$ cat src/rtl/sccb_slave.sv
// SCCB target: decodes 3-phase writes, 2-phase writes and 2-phase reads into register strobes.
// Define SCCB_SLAVE_ACK_EN to have the block pull the 9th bit low on matched write phases.
module sccb_slave #(
  parameter logic [7:0] DEV_ID   = 8'h42,
  parameter int          SYNC_LEN = 2
) (
  input  logic       sclk,
  input  logic       rst_n,
  input  logic       sio_c,
  input  logic       sio_d_in,
  output logic       sio_d_oe,
  output logic [7:0] reg_addr,
  output logic [7:0] reg_wdata,
  output logic       reg_wr_en,
  output logic       reg_rd_en,
  input  logic [7:0] reg_rdata,
  output logic       busy,
  output logic       xfer_done
);

`ifdef SCCB_SLAVE_ACK_EN
  localparam logic ACK_EN = 1'b1;
`else
  localparam logic ACK_EN = 1'b0;
`endif

  typedef enum logic [3:0] {
    IDLE, DEV, DEV_ACK, ADDR, ADDR_ACK, WDATA, WDATA_ACK, RDATA, RD_NA, IGNORE
  } state_e;

  // Sync flops reset high so an idle bus never looks like an edge after reset.
  logic [SYNC_LEN-1:0] scl_sync_q, sda_sync_q;
  logic                scl_prev_q, sda_prev_q;

  always_ff @(posedge sclk or negedge rst_n) begin
    if (!rst_n) begin
      scl_sync_q <= '1;
      sda_sync_q <= '1;
      scl_prev_q <= 1'b1;
      sda_prev_q <= 1'b1;
    end else begin
      scl_sync_q <= {scl_sync_q[SYNC_LEN-2:0], sio_c};
      sda_sync_q <= {sda_sync_q[SYNC_LEN-2:0], sio_d_in};
      scl_prev_q <= scl_sync_q[SYNC_LEN-1];
      sda_prev_q <= sda_sync_q[SYNC_LEN-1];
    end
  end

  logic scl_s, sda_s, scl_rise, scl_fall, scl_stable_hi, start_c, stop_c;

  assign scl_s    = scl_sync_q[SYNC_LEN-1];
  assign sda_s    = sda_sync_q[SYNC_LEN-1];
  assign scl_rise = scl_s & ~scl_prev_q;
  assign scl_fall = ~scl_s & scl_prev_q;
  // SDA moving in the same cycle as SCL is data, not a bus condition.
  assign scl_stable_hi = scl_s & scl_prev_q;
  assign start_c  = scl_stable_hi & ~sda_s & sda_prev_q;
  assign stop_c   = scl_stable_hi & sda_s & ~sda_prev_q;

  state_e      state_q, state_d;
  logic [3:0]  bit_cnt_q, bit_cnt_d;
  logic [7:0]  shift_q, shift_d;
  logic [7:0]  addr_q, addr_d;
  logic [7:0]  wdata_q, wdata_d;
  logic        rose_q, rose_d;
  logic        rd_q, rd_d;
  logic        match_q, match_d;
  logic        oe_q, oe_d;
  logic        wr_en_q, wr_en_d;
  logic        rd_en_q, rd_en_d;
  logic        done_q, done_d;

  always_ff @(posedge sclk or negedge rst_n) begin
    if (!rst_n) begin
      state_q   <= IDLE;
      bit_cnt_q <= 4'd0;
      shift_q   <= 8'h00;
      addr_q    <= 8'h00;
      wdata_q   <= 8'h00;
      rose_q    <= 1'b0;
      rd_q      <= 1'b0;
      match_q   <= 1'b0;
      oe_q      <= 1'b0;
      wr_en_q   <= 1'b0;
      rd_en_q   <= 1'b0;
      done_q    <= 1'b0;
    end else begin
      state_q   <= state_d;
      bit_cnt_q <= bit_cnt_d;
      shift_q   <= shift_d;
      addr_q    <= addr_d;
      wdata_q   <= wdata_d;
      rose_q    <= rose_d;
      rd_q      <= rd_d;
      match_q   <= match_d;
      oe_q      <= oe_d;
      wr_en_q   <= wr_en_d;
      rd_en_q   <= rd_en_d;
      done_q    <= done_d;
    end
  end

  always_comb begin
    state_d   = state_q;
    bit_cnt_d = bit_cnt_q;
    shift_d   = shift_q;
    addr_d    = addr_q;
    wdata_d   = wdata_q;
    rose_d    = rose_q;
    rd_d      = rd_q;
    match_d   = match_q;
    oe_d      = oe_q;
    wr_en_d   = 1'b0;
    rd_en_d   = 1'b0;
    done_d    = 1'b0;

    if (stop_c) begin
      state_d   = IDLE;
      bit_cnt_d = 4'd0;
      rose_d    = 1'b0;
      rd_d      = 1'b0;
      match_d   = 1'b0;
      oe_d      = 1'b0;
      done_d    = match_q;
    end else if (start_c) begin
      state_d   = DEV;
      bit_cnt_d = 4'd0;
      rose_d    = 1'b0;
      rd_d      = 1'b0;
      match_d   = 1'b0;
      oe_d      = 1'b0;
    end else if (scl_rise) begin
      rose_d = 1'b1;
      if (state_q == DEV || state_q == ADDR || state_q == WDATA) begin
        shift_d = {shift_q[6:0], sda_s};
        if (bit_cnt_q == 4'd7 && state_q == ADDR) begin
          addr_d = shift_d;
        end
        if (bit_cnt_q == 4'd7 && state_q == WDATA) begin
          wdata_d = shift_d;
          wr_en_d = 1'b1;
        end
      end
    // The first SCL fall after START has no sampled bit behind it, hence rose_q.
    end else if (scl_fall && rose_q) begin
      rose_d = 1'b0;
      case (state_q)
        DEV: begin
          if (bit_cnt_q != 4'd7) begin
            bit_cnt_d = bit_cnt_q + 4'd1;
          end else if (shift_q[7:1] != DEV_ID[7:1]) begin
            state_d = IGNORE;
          end else begin
            state_d   = DEV_ACK;
            bit_cnt_d = 4'd8;
            match_d   = 1'b1;
            rd_d      = shift_q[0];
            rd_en_d   = shift_q[0];
            oe_d      = ACK_EN;
          end
        end
        DEV_ACK: begin
          bit_cnt_d = 4'd0;
          if (rd_q) begin
            state_d = RDATA;
            shift_d = reg_rdata;
            oe_d    = ~reg_rdata[7];
          end else begin
            state_d = ADDR;
            oe_d    = 1'b0;
          end
        end
        ADDR, WDATA: begin
          if (bit_cnt_q == 4'd7) begin
            state_d   = (state_q == ADDR) ? ADDR_ACK : WDATA_ACK;
            bit_cnt_d = 4'd8;
            oe_d      = ACK_EN;
          end else begin
            bit_cnt_d = bit_cnt_q + 4'd1;
          end
        end
        ADDR_ACK, WDATA_ACK: begin
          state_d   = WDATA;
          bit_cnt_d = 4'd0;
          oe_d      = 1'b0;
        end
        RDATA: begin
          if (bit_cnt_q == 4'd7) begin
            state_d   = RD_NA;
            bit_cnt_d = 4'd8;
            oe_d      = 1'b0;
          end else begin
            shift_d   = {shift_q[6:0], 1'b0};
            oe_d      = ~shift_q[6];
            bit_cnt_d = bit_cnt_q + 4'd1;
          end
        end
        default: begin
        end
      endcase
    end
  end

  assign sio_d_oe  = oe_q;
  assign reg_addr  = addr_q;
  assign reg_wdata = wdata_q;
  assign reg_wr_en = wr_en_q;
  assign reg_rd_en = rd_en_q;
  assign busy      = (state_q != IDLE);
  assign xfer_done = done_q;

endmodule

$ cat config.mk
export PLATFORM = sky130hd
export DESIGN_NAME = sccb_slave
export DESIGN_NICKNAME = d
export VERILOG_FILES = /design/src/rtl/sccb_slave.sv
export SDC_FILE = /design/constraint.sdc
export NUM_CORES = 1
export LEC_CHECK = 0
export ABC_AREA = 1
export BUFFER_PORTS_ARGS = -buffer_cell sky130_fd_sc_hd__buf_2
export CAP_MARGIN = 20
export CORE_UTILIZATION = 35
export CTS_BUF_LIST = sky130_fd_sc_hd__clkbuf_4
export CTS_CLUSTER_DIAMETER = 30
export DETAILED_ROUTE_END_ITERATION = 16
export PLACE_DENSITY_LB_ADDON = 0.12
export SYNTH_ARGS = -nofsm -noshare
export SYNTH_HDL_FRONTEND = slang
export SYNTH_SLANG_ARGS = --single-unit
$ cat constraint.sdc
create_clock -name sclk -period 1.65 [get_ports sclk]
set_clock_uncertainty 0.15 [all_clocks]
set_input_delay 0.2475 -clock sclk [delete_from_list [all_inputs] [get_ports sclk]]
set_output_delay 0.2475 -clock sclk [all_outputs]
set_load 0.01 [all_outputs]
* Word level (Yosys, flattened, before mapping)
Cells that the tools add are included.
** Cells by class
- Add/subtract/negate cells :: 1
- $mul :: 0
- Divide/modulo/power cells :: 0
- $lt $le $gt $ge :: 0
- Equal/unequal tests :: 21
- Shift operators :: 0
- Mux-type cells :: 66
- Bitwise logic cells :: 15
- Reduce and logical (&&, ||, !) cells :: 24
** Operators with widths (number)
- two-way mux 4 bit :: 15
- two-way mux 1 bit :: 40
- two-way mux 8 bit :: 5
- == test 4 x 3 -> 1 bit (second input constant) :: 5
- one-hot mux 4 bit (5 select lines) :: 1
- inequality test 4 bit (second input constant) :: 4
- one-hot mux 8 bit (2 select lines) :: 1
- AND reduction 5 bit :: 3
- inequality test 3 bit (second input constant) :: 4
- one-hot mux 4 bit (3 select lines) :: 1
- AND reduction 6 bit :: 2
- nonzero test 3 bit :: 3
- == test 4 x 2 -> 1 bit (second input constant) :: 2
- inverter 1 bit :: 8
- nonzero test 4 bit :: 2
- bitwise AND 1 bit :: 7
- inequality test 7 x 6 -> 1 bit (second input constant) :: 1
- AND reduction 7 bit :: 1
- nonzero test 7 bit :: 1
- OR reduction 3 bit :: 2
- inequality test 5 bit (second input constant) :: 1
- one-hot mux 1 bit (5 select lines) :: 1
- nonzero test 5 bit :: 1
- adder 4 x 1 -> 4 bit (second input constant) :: 1
- other kinds (11) :: 15
** Storage, ports and cells
- Flip-flop bits (word level) :: 45
- Latch bits :: 0
- Memory bits (writable) :: 0
- ROM bits :: 0
- Bits of input ports :: 12
- Output and inout bits :: 21
- Word-level logic and storage cells :: 143
- Memories :: 0

* Depth between registers and ports, before layout
- Depth after elaboration :: 8
- Gate-level depth with buffers :: 11
- Depth with buffers taken out :: 10

* Worst setup path before layout
OpenSTA, ideal clock, no wires.
- Path type :: reg2reg
- From :: register scl_sync_q[1]
- To :: register addr_q[5] (netlist: reg_addr[5])
- Library setup time :: 0.120 ns
- Arrival time :: 1.418 ns
- Data required time :: 1.380 ns
- Slack :: -0.038 ns
- Cell stages (with the launch flop) :: 9
- Path buffers :: 2
- Clock period less this slack :: 1.688 ns
- Path through :: dfstp_2 inv_2 or2_1 buf_6 nor2_8 nand3_4 buf_6 nand2_2 o21ai_2
** Between the ends
- Word-level cells in the longest chain between the ends :: 5
- Elaborated cells between the ends (all ways) :: 9
- Classes of those cells :: 8 x bitwise; 1 x reduce/logical
** Ends and longest elaborated chain
- from (decl) :: RTL line 32 : logic [SYNC_LEN-1:0] scl_sync_q, sda_sync_q;
- from (signal assigned) :: RTL line 42 : scl_sync_q <= {scl_sync_q[SYNC_LEN-2:0], sio_c};
- bitwise AND 1 bit :: RTL line 56 : assign scl_stable_hi = scl_s & scl_prev_q;
- bitwise AND 1 bit, on equally long branches (2 in series) :: RTL line 58, 57
- inverter 1 bit (no line)
- AND reduction 5 bit (no line) *
- to (signal assigned) :: RTL line 91 : addr_q <= addr_d;
- to (decl) :: RTL line 63 : logic [7:0] addr_q, addr_d;
Every way passes the cells marked *; elsewhere a longest branch is shown, timed or not.
A chain may end at the register's enable or synchronous reset.

* Worst setup path in the final report
- From :: register bit_cnt_q[0]
- To :: register state_q[3]
** Between the ends
- Word-level cells in the longest chain between the ends :: 3
- Elaborated cells between the ends (all ways) :: 6
- Classes of those cells :: 5 x eq/ne; 1 x reduce/logical
** Ends and longest elaborated chain
- from (decl) :: RTL line 61 : logic [3:0] bit_cnt_q, bit_cnt_d;
- from (signal assigned) :: RTL line 89 : bit_cnt_q <= bit_cnt_d;
- == test 4 x 3 -> 1 bit / inequality test 4 x 3 -> 1 bit (equally long branches) :: RTL line 174, 188, 149
- inequality test 4 bit (no line)
- AND reduction 6 bit (no line) *
- to (signal assigned) :: RTL line 88 : state_q <= state_d;
- to (decl) :: RTL line 60 : state_e state_q, state_d;
Marked as above.

==> flow_summary_export.csv <==
group,metric,value,unit
cells_and_area,diodes,0,
synth,yosysSeqAreaShare,47.8,%
placed_design,hpwl,4280,µm
die,die_area,7110,µm²
power_and_ir_drop,clockPowerShare,16.3,%
timing,rsz0062_at_grt,"true",
route,viasPerCell,4.96,
synth,synth_top_family_by_area,"simple AND/OR/NAND/NOR gates",
route,drtPass1Iterations,11,
worst_setup_path,crit_fanout,7,
synth,muxShareOfSynthArea,0,%
power_and_ir_drop,p_int,2.15,mW
die,fp-row-count,29,
synth,synth_fp_nets,294,
job,drv_cap,0,
worst_setup_path,cp-end-kind,"flop",
outcome,violations,"DRC, setup timing",
timing,final_max_slew_viol_count,0,
synth,async_flop_share,100,%
die,die_h,84.3,µm
route,drc,4,
clock_network,numCtsBuffers,5,
clock_network,worstSkewPairLatency,0.38,ns
power_and_ir_drop,p_leak,1.72,nW
outcome,status,"complete, but fails checks",
timing,period_needed,1.74,ns
hold_path,hold_class,"primary input to flop",
timing,slew_headroom,79.8,%
clock_network,root_buffer,"clkbuf_4",
worst_setup_path,cp.required,1.77,ns
global_routing,overflow,0,
placed_design,pre_cts_ws,-0.168,ns
route,wire_per_inst,14.0,µm
clock_network,cts_tree,"done",
synth,synth_edf_count,0,
synth,synth_cells,281,
worst_setup_path,path_cells,"ha_2 -> nand2_2 -> inv_2 -> nand2_4 -> nand3_2 -> a21oi_2 -> nor2_4 -> buf_6 -> nand3_1 -> nand2_1",
power_and_ir_drop,power_frac_comb,43.9,%
clock_network,clkTransAtPathRegs,0.16,ns
cells_and_area,drive_gt1_share,55.5,%
synth,synth_seq_cells,45,
timing,setup_ws,-0.0875,ns
route,drt_wl_total,6300,µm
route,drt.antenna.violating_nets,0,
synth,syn_area,2370,µm²
cells_and_area,final_nets,385,
synth,synthXorXnorAreaFrac,0.369,%
synth,yosys_most_used_dff,"dfrtp_1",
cells_and_area,area_growth,46.6,%
synth,synth_compound_area_share,12.1,%
die,pin_count,33,
timing,finalSetupViolations,30,
power_and_ir_drop,powerDensity,1050,nW/µm²
timing,tightest_slew,0.303,ns
placed_design,gp_congestion,0.914,
clock_network,htreeDepth,2,
power_and_ir_drop,vdd_ir_drop_max,0.459,mV
worst_setup_path,cpMaxStageDelayCell,"dfrtp_1",
global_routing,grt_antenna_before_repair,0,
power_and_ir_drop,p_sw,1.49,mW
timing,fmax,576,MHz
worst_setup_path,critical_path_arrival,1.86,ns
worst_setup_path,start_kind,"flop",
route,via_count,2230,
timing,fin_setup_tns,-1.43,ns
global_routing,grt_pass1_wl,10100,µm
timing,period_share,105,%
global_routing,grtUsageTotal,18.1,%
route,drt_iter0_markers,146,
synth,netlist-cell-type-count,30,
placed_design,port-buffer-count,32,
die,die_x,84.3,µm
clock_network,cts_buffer_depth,2,
power_and_ir_drop,switching_share,40.8,%
synth,yosysWarningCount,0,
timing,whs,0.0790,ns
global_routing,first_global_vias,2058,
worst_setup_path,slowest_delay,0.43,ns
die,start_util,36.7,%
power_and_ir_drop,power.share.sequential,39.8,%
synth,syn_avg_cell_area,8.44,µm²
clock_network,clock_sinks,45,
synth,synth_simple_gate_area_share,32.5,%
global_routing,grt_start_max_net_pins,22,
die,coreArea,6460,µm²
timing,hold_viol,0,
worst_setup_path,critical_path_class,"flop to flop",
synth,synthAdderAreaFrac,0.528,%
## area by class of cell
class | count | area (µm²)
clock buffers | 5 | 37.5
clock inverters | 3 | 25.0
fillers | 625 | 2980
inverters | 28 | 108
multi-input cells | 205 | 1420
flip-flops and latches | 45 | 1140
well taps | 77 | 96.3
repair buffers | 87 | 653
## registers in the layout, indices dropped and copies added, names as in the netlist
signal      cells
reg_addr        8
reg_wdata       8
shift_q         8
bit_cnt_q       4
state_q         4
scl_sync_q      2
sda_sync_q      2
match_q         1
rd_q            1
reg_rd_en       1
reg_wr_en       1
rose_q          1
scl_prev_q      1
sda_prev_q      1
sio_d_oe        1
xfer_done       1
## synthesized netlist by cell type, types with 2 or more instances
cell type,instances,area [µm²]
nand2_4,2,22.5
nand4_1,4,25.0
a21oi_1,12,60.1
o21ai_0,11,55.1
inv_2,5,18.8
nand2_1,74,278
inv_1,23,86.3
buf_6,3,33.8
dfrtp_1,39,976
nand2_2,7,43.8
nor2_1,23,86.3
nand3_1,38,190
nor2_4,2,22.5
nor3_1,2,10.0
o21ai_2,16,140
dfstp_2,6,158
## critical path, delay by kind of cell, from the launching register on
kind / cells / cell delay, ns
adders and majority gates: 1 / 0.20
and+or+nand+nor: 6 / 0.45
DFF: 1 / 0.43
AOI/OAI and AO/OA: 1 / 0.22
buffers and inverters: 2 / 0.16
## stage by stage
stage,instance area [µm²],power [mW],cells,util [%]
2_1_floorplan,2380,2.11,281,-
3_5_place_dp,2880,2.63,424,44.7
6_report,3480,3.64,450,53.8
5_1_grt,3480,3.89,450,53.8
4_1_cts,3170,3.37,443,49.0
3_3_place_gp,2880,2.61,424,44.7
## layer usage
| layer | share of wire, % | global-route usage (%) | wire length, µm | up-vias |
|---|---|---|---|---|
| met3 | 4.6 | 3.64 | 289 | 13 |
| met1 | 47 | 25.8 | 2940 | 1048 |
| met5 | 0 | 0 | 0 | - |
| met2 | 47 | 27.8 | 2950 | 66 |
| li1 | - | - | - | 1103 |
| met4 | 1.9 | 5.49 | 119 | 0 |
## power by group through the flow
stage	Combinational, mW	Clock (mW)	Sequential (mW)
2_1_floorplan	0.678	0	1.43
3_3_place_gp	1.16	0	1.44
3_5_place_dp	1.18	0	1.45
4_1_cts	1.33	0.608	1.43
5_1_grt	1.77	0.651	1.47
6_report	1.60	0.594	1.45
## cells in the final DEF (no fill, tap or decap), types with 3 or more instances in the layout
cell type / netlist / final
dfrtp_1: 39 / 36
a21oi_2: 0 / 7
nand2_2: 7 / 23
buf_4: 0 / 40
nor2_4: 2 / 6
o21ai_0: 11 / 7
nand2_1: 74 / 50
nand2_8: 1 / 3
dlygate4sd3_1: 0 / 3
buf_6: 3 / 10
dfstp_2: 6 / 6
nand4_1: 4 / 4
nand2_4: 2 / 9
nand3_2: 1 / 14
dfrtp_2: 0 / 3
nor2_1: 23 / 12
inv_1: 23 / 21
a21oi_1: 12 / 5
nand3_4: 1 / 4
buf_2: 1 / 31
o21ai_2: 16 / 18
nor2_2: 1 / 8
inv_2: 5 / 6
clkbuf_4: 0 / 5
nand3_1: 38 / 23
## cell families (layout without fill, tap and decap cells)
group                    after synthesis  count (layout)
AND/OR/NAND/NOR                      159             161
flip-flops                            45              45
AO/OA/AOI/OAI                         42              42
XOR/XNOR                               1               1
adder cells (fa/ha/maj)                1               1
buffers and inverters                 33             123
## worst paths after layout
kind / startpoint / cells after the start / endpoint / slack [ns]
worst max register to register: bit_cnt_q[0]$_DFFE_PN0P_ / 10 / state_q[3]$_DFFE_PN0P_ / -0.09
worst min register to register: sda_sync_q[0]$_DFF_PN1_ / 0 / sda_sync_q[1]$_DFF_PN1_ / 0.21
worst max-delay path: bit_cnt_q[0]$_DFFE_PN0P_ / 10 / state_q[3]$_DFFE_PN0P_ / -0.09
worst min-delay path: reg_rdata[4] / 5 / shift_q[4]$_DFFE_PN0P_ / 0.08
min in group asynchronous: rst_n / 2 / reg_wdata[3]$_DFFE_PN0P_ / 0.09
max in group asynchronous: rst_n / 3 / sda_sync_q[0]$_DFF_PN1_ / 0.72
## repair_timing
action                                 4_1_cts  5_1_grt
gates resized for setup                     39       64
endpoints found under the hold margin       41        0
pin swaps                                   20       28
buffers inserted                             7        6
setup endpoints to repair                   37       37
hold buffers                                 3        0
cloned                                       1        1
Note: power is estimated with default switching activity, not from simulation.
